--- src/rtl/quad_encoder_gen.sv ---
// -----------------------------------------------------------------------------
// quad_encoder_gen
// Quadrature signal generator. This is the transmit-side partner of the tach
// counter. It accepts step commands (a direction and an edge count) and emits a
// 2-bit Gray-code A/B pair at a programmable edge rate. It also keeps a 16-bit
// position that wraps modulo 2^16.
//
// Optional feature: define QENC_INDEX_EN to add the angle counter (0..CPR-1)
// and a registered once-per-revolution index output. Without the macro the
// angle logic is absent and index is tied to 0.
//
// Ports
//   clk        in   1         system clock, rising edge
//   rst_n      in   1         asynchronous reset, active low
//   period     in   PERIOD_W  clocks between edges; sampled on command accept
//   invphase   in   1         swaps tach[0] and tach[1] at the output
//   cmd_valid  in   1         a command is presented
//   cmd_ready  out  1         generator is idle and can take a command
//   cmd_dir    in   1         1 = up (position increments), 0 = down
//   cmd_steps  in   16        number of quadrature edges to emit
//   abort      in   1         stops the running command with no done pulse
//   tach       out  2         Gray-code quadrature pair
//   counth     out  8         position[15:8]
//   countl     out  8         position[7:0]
//   busy       out  1         a command is running
//   done       out  1         one-cycle pulse when a command completes
//   index      out  1         revolution marker (QENC_INDEX_EN only, else 0)
// -----------------------------------------------------------------------------
module quad_encoder_gen #(
  parameter int CPR      = 400,
  parameter int PERIOD_W = 16
) (
  input  logic                clk,
  input  logic                rst_n,
  input  logic [PERIOD_W-1:0] period,
  input  logic                invphase,
  input  logic                cmd_valid,
  output logic                cmd_ready,
  input  logic                cmd_dir,
  input  logic [15:0]         cmd_steps,
  input  logic                abort,
  output logic [1:0]          tach,
  output logic [7:0]          counth,
  output logic [7:0]          countl,
  output logic                busy,
  output logic                done,
  output logic                index
);

  typedef enum logic [0:0] {
    ST_IDLE = 1'b0,
    ST_RUN  = 1'b1
  } state_t;

  localparam logic [PERIOD_W-1:0] PER_ONE  = PERIOD_W'(1);
  localparam logic [PERIOD_W-1:0] PER_ZERO = {PERIOD_W{1'b0}};

  // Map a 2-bit phase count onto the Gray sequence 00,01,11,10.
  function automatic logic [1:0] bin2gray(input logic [1:0] b);
    return b ^ {1'b0, b[1]};
  endfunction

  state_t              state_r;
  logic                dir_r;
  logic [PERIOD_W-1:0] per_r;
  logic [PERIOD_W-1:0] div_r;
  logic [15:0]         remaining_r;
  logic [1:0]          phase_r;
  logic [1:0]          tach_r;
  logic [15:0]         pos_r;
  logic                done_r;

  logic [PERIOD_W-1:0] per_s;
  logic [1:0]          phase_step_s;
  logic [15:0]         pos_step_s;
  logic                fire_s;

  // Period clamp, edge strobe and the next phase/position for the latched direction.
  always_comb begin
    per_s        = period;
    phase_step_s = phase_r;
    pos_step_s   = pos_r;
    fire_s       = 1'b0;
    if (period == PER_ZERO) begin
      per_s = PER_ONE;
    end else begin
      per_s = period;
    end
    if (dir_r) begin
      phase_step_s = phase_r + 2'd1;
      pos_step_s   = pos_r + 16'd1;
    end else begin
      phase_step_s = phase_r - 2'd1;
      pos_step_s   = pos_r - 16'd1;
    end
    // abort wins over an edge that falls due in the same cycle
    if ((state_r == ST_RUN) && !abort && (div_r == PER_ONE)) begin
      fire_s = 1'b1;
    end else begin
      fire_s = 1'b0;
    end
  end

  // Command FSM with rate divider, phase, position and done pulse.
  always_ff @(posedge clk or negedge rst_n) begin
    if (!rst_n) begin
      state_r     <= ST_IDLE;
      dir_r       <= 1'b0;
      per_r       <= PER_ONE;
      div_r       <= PER_ZERO;
      remaining_r <= 16'd0;
      phase_r     <= 2'd0;
      tach_r      <= 2'b00;
      pos_r       <= 16'd0;
      done_r      <= 1'b0;
    end else begin
      done_r <= 1'b0;
      case (state_r)
        ST_IDLE: begin
          if (cmd_valid) begin
            dir_r       <= cmd_dir;
            remaining_r <= cmd_steps;
            per_r       <= per_s;
            if (cmd_steps == 16'd0) begin
              // empty command completes immediately without touching tach
              done_r <= 1'b1;
            end else begin
              div_r   <= per_s;
              state_r <= ST_RUN;
            end
          end
        end
        ST_RUN: begin
          if (abort) begin
            state_r <= ST_IDLE;
          end else if (fire_s) begin
            phase_r     <= phase_step_s;
            tach_r      <= bin2gray(phase_step_s);
            pos_r       <= pos_step_s;
            remaining_r <= remaining_r - 16'd1;
            div_r       <= per_r;
            if (remaining_r == 16'd1) begin
              done_r  <= 1'b1;
              state_r <= ST_IDLE;
            end
          end else begin
            div_r <= div_r - PER_ONE;
          end
        end
        default: begin
          state_r <= ST_IDLE;
        end
      endcase
    end
  end

`ifdef QENC_INDEX_EN
  localparam int                 ANGLE_W    = (CPR > 1) ? $clog2(CPR) : 1;
  localparam logic [ANGLE_W-1:0] ANGLE_MAX  = ANGLE_W'(CPR - 1);
  localparam logic [ANGLE_W-1:0] ANGLE_ZERO = {ANGLE_W{1'b0}};
  localparam logic [ANGLE_W-1:0] ANGLE_ONE  = ANGLE_W'(1);

  logic [ANGLE_W-1:0] angle_r;
  logic [ANGLE_W-1:0] angle_step_s;
  logic               index_r;

  // Next angle with wrap at both ends of 0..CPR-1.
  always_comb begin
    angle_step_s = angle_r;
    if (dir_r) begin
      if (angle_r == ANGLE_MAX) begin
        angle_step_s = ANGLE_ZERO;
      end else begin
        angle_step_s = angle_r + ANGLE_ONE;
      end
    end else begin
      if (angle_r == ANGLE_ZERO) begin
        angle_step_s = ANGLE_MAX;
      end else begin
        angle_step_s = angle_r - ANGLE_ONE;
      end
    end
  end

  // Angle and index move on the same edge as tach so they stay aligned.
  always_ff @(posedge clk or negedge rst_n) begin
    if (!rst_n) begin
      angle_r <= ANGLE_ZERO;
      index_r <= 1'b1;
    end else if (fire_s) begin
      angle_r <= angle_step_s;
      index_r <= (angle_step_s == ANGLE_ZERO);
    end
  end

  assign index = index_r;
`else
  logic [31:0] cpr_unused_s;
  assign cpr_unused_s = 32'(CPR);
  assign index        = 1'b0;
`endif

  assign cmd_ready = (state_r == ST_IDLE);
  assign busy      = (state_r == ST_RUN);
  assign done      = done_r;
  assign counth    = pos_r[15:8];
  assign countl    = pos_r[7:0];
  // invphase only swaps the pins; internal phase and position are unaffected
  assign tach      = invphase ? {tach_r[0], tach_r[1]} : tach_r;

endmodule
--- config.mk ---
export PLATFORM = sky130hd
export DESIGN_NAME = quad_encoder_gen
export DESIGN_NICKNAME = d
export VERILOG_FILES = /design/src/rtl/quad_encoder_gen.sv
export SDC_FILE = /design/constraint.sdc
export NUM_CORES = 1
export LEC_CHECK = 0
export BUFFER_PORTS_ARGS = -buffer_cell sky130_fd_sc_hd__buf_2
export CAP_MARGIN = 30
export CORE_MARGIN = 5
export CORE_UTILIZATION = 60
export DETAILED_ROUTE_END_ITERATION = 6
export PLACE_DENSITY = 0.81
export SYNTH_ARGS = -nofsm -noshare
export SYNTH_HDL_FRONTEND = slang
export SYNTH_SLANG_ARGS = --single-unit
--- constraint.sdc ---
create_clock -name clk -period 4.95 [get_ports clk]
set_input_delay 0.99 -clock clk [delete_from_list [all_inputs] [get_ports clk]]
set_output_delay 0.99 -clock clk [all_outputs]
set_load 0.05 [all_outputs]
==> impl_metrics.json <==
{
  "setup_tns_ns": 0,
  "nNetsFinal": 627,
  "ys_types": 54,
  "holdWs_ns": 0.4694,
  "cap_violations": 0,
  "antenna_found_initial": 0,
  "syn_nets": 578,
  "synth_top_area_cell": "dfrtp_1",
  "end_kind": "output port",
  "clock_path_buffers": 2,
  "worstPathArrival_ns": 2.46,
  "start_util": 0.6087,
  "post_cts_buffers": 0,
  "reg2reg_from": "busy",
  "tritoncts": "done",
  "drc": 0,
  "min_path_type": "reg2reg",
  "grt_pass1_wl_mm": 17.80,
  "period_share": 0.6975,
  "first_pass_iters": 5,
  "clk_latency_ns": 0.36,
  "io_buffers": 58,
  "grt_pass1_vias": 3776,
  "yosysMostFrequentCell": "nand2_1",
  "ys_seq_area_frac": 0.4013,
  "grt_overflow_total": 0,
  "critPathMaxStageDelay_ns": 1.06,
  "coreArea_sq_um": 7176,
  "grt_usage": 0.2500,
  "diodes": 0,
  "synth_edf_count": 0,
  "cts-root-buf": "clkbuf_8",
  "synth_commonest_cells": "nand2_1, dfrtp_1, nor2_1",
  "rsz0062_at_grt": "false",
  "num_vias": 4157,
  "drv_slew": 0,
  "place_congestion": 0.8855,
  "first_iter_violations": 322,
  "path_buf_inv": 2,
  "clk_pin_slew_ns": 0.07,
  "drive_above_1_share": 0.1478,
  "reg2reg_slack_ns": 1.65,
  "setup_viol": 0,
  "worstPathCellList": "inv_1 > buf_2",
  "max-vdd-ir-drop_mv": 0.1963,
  "viasPerCell": 6.168,
  "status": "finished clean",
  "syn2layout_area_growth_pct": 13.26,
  "tightest_slew_ns": 1.076,
  "critPathLaunchType": "register",
  "grt_max_degree": 54,
  "path_class": "reg2out",
  "ant_nets": 0,
  "io_pins": 60,
  "syn_area_per_cell_sq_um": 8.384,
  "final_hold_viol_count": 0,
  "wirelength_mm": 10.87,
  "numCtsBuffers": 9,
  "yosys_warnings": 0,
  "h-tree-depth": 3,
  "die_h_microns": 95.32,
  "cts.sinks": 70,
  "max_freq_mhz": 289.6,
  "ys_top_cells_by_area": "dfrtp_1, nand2_1, ha_1, o21ai_0, nor2_1",
  "syn-cell-area_sq_um": 4368,
  "holdCritStartpoint": "pos_r[15]",
  "critical_path.top_delay_family": "flip-flops",
  "skew_ns": 0.009387,
  "fp.dieW_microns": 95.32,
  "dieArea_sq_um": 9086,
  "synth_cells": 521,
  "min_period_ns": 3.453,
  "crit_slowest_cell": "dfrtp_1",
  "relSlewSlack": 0.2827,
  "worstSetupStartpoint": "busy",
  "synth-async-reset-ratio": 1.000,
  "row_count": 31,
  "cellPowerDensity_nw_per_um2": 373.3,
  "routedWlPerCell_microns": 16.13,
  "synthFlopType": "dfrtp_1",
  "ctsResizeCount": 0,
  "p_leak_uw": 0.002247,
  "ys_seq_elements": 70,
  "synth_top_area_frac": 0.3953,
  "dp_hpwl_mm": 7.583,
  "required_ns": 3.96,
  "cts_hold_buf": 0,
  "path_max_fanout": 32
}
==> logic make-up (layout without fill, tap and decap cells) <==
family,after synthesis,count (layout),synth area share
simple gates,233,233,0.2515
compound gates,135,135,0.2014
flops,70,70,0.4013
buf+inv,36,90,0.03237
xor+xnor,22,22,0.04411
fa+ha+maj,19,19,0.05615
mux,5,5,0.01232
other cells,1,1,0.0008585
==> layout make-up <==
cell class | count | area, sq um
tap | 99 | 123.9
timing repair buffer | 61 | 332.8
sequential | 70 | 1753
clock buffer | 12 | 145.1
fill | 589 | 2228
clock inverter | 4 | 70.07
inverter | 13 | 48.80
multi-input combinational | 415 | 2474
==> metal layers <==
metal | up-vias | global-route usage | part of all wire
met4 | 0 | 0.08894 | 0.015
met1 | 1969 | 0.3386 | 0.44
met3 | 17 | 0.03157 | 0.070
met5 | - | 0 | 0
met2 | 189 | 0.4122 | 0.48
li1 | 1982 | - | -
==> cells in the final DEF, fill, tap and decap left out, types with 4 or more instances in the layout <==
cell,synthesis,routed
a31oi_1,15,15
a22o_1,5,5
a21oi_1,16,16
o211ai_1,11,11
a211oi_1,13,13
nand2_1,102,102
nand3_1,8,8
nor2b_1,4,4
nand4_1,6,6
buf_2,2,58
dfrtp_1,69,69
and3_1,6,6
nand2b_1,5,5
o21a_1,5,5
xnor2_1,14,14
o21ai_0,35,35
nor2_1,44,44
or3_1,8,8
ha_1,18,18
xor2_1,8,8
inv_1,13,13
nor4_1,10,10
nor3_1,22,22
o22ai_1,8,8
o31ai_1,7,7
clkbuf_8,0,10
a21o_1,6,6
nor3b_1,4,4
==> final timing paths <==
kind / end / cells after the start
min reg2reg: pos_r[15] / 1
max: cmd_ready / 2
min: pos_r[15] / 1
max reg2reg: remaining_r[4] / 6
max in group asynchronous: div_r[12] / 2
min in group asynchronous: pos_r[6] / 1
==> sequential cells by signal, indices dropped and copies added (netlist names) <==
| name | flops |
|---|---|
| tach_r | 1 |
| done | 1 |
| busy | 1 |
| per_r | 16 |
| phase_r | 2 |
| remaining_r | 16 |
| dir_r | 1 |
| pos_r | 16 |
| div_r | 16 |
==> per-stage QoR <==
| stage | cells | worst slack (ns) | utilization | cell area (sq um) | power (uW) |
|---|---|---|---|---|---|
| after global placement | 657 | 1.757 | 0.6556 | 4705 | 1297 |
| final | 674 | 1.497 | 0.6895 | 4947 | 1847 |
| after floorplan | 521 | 2.269 | - | 4368 | 1180 |
| after detailed placement | 658 | 1.630 | 0.6595 | 4732 | 1324 |
| after CTS | 674 | 1.519 | 0.6895 | 4947 | 1843 |
| after global routing | 674 | 1.358 | 0.6895 | 4947 | 1957 |
==> report_power, final <==
part / leakage [uW] / internal, uW / switching (uW) / total, uW
Sequential: 0.000860 / 682 / 141 / 824
Combinational: 0.00128 / 219 / 284 / 503
Clock: 0.000110 / 296 / 224 / 521
Total: 0.00225 / 1200 / 649 / 1850
Power figures use the tool's default switching activity.
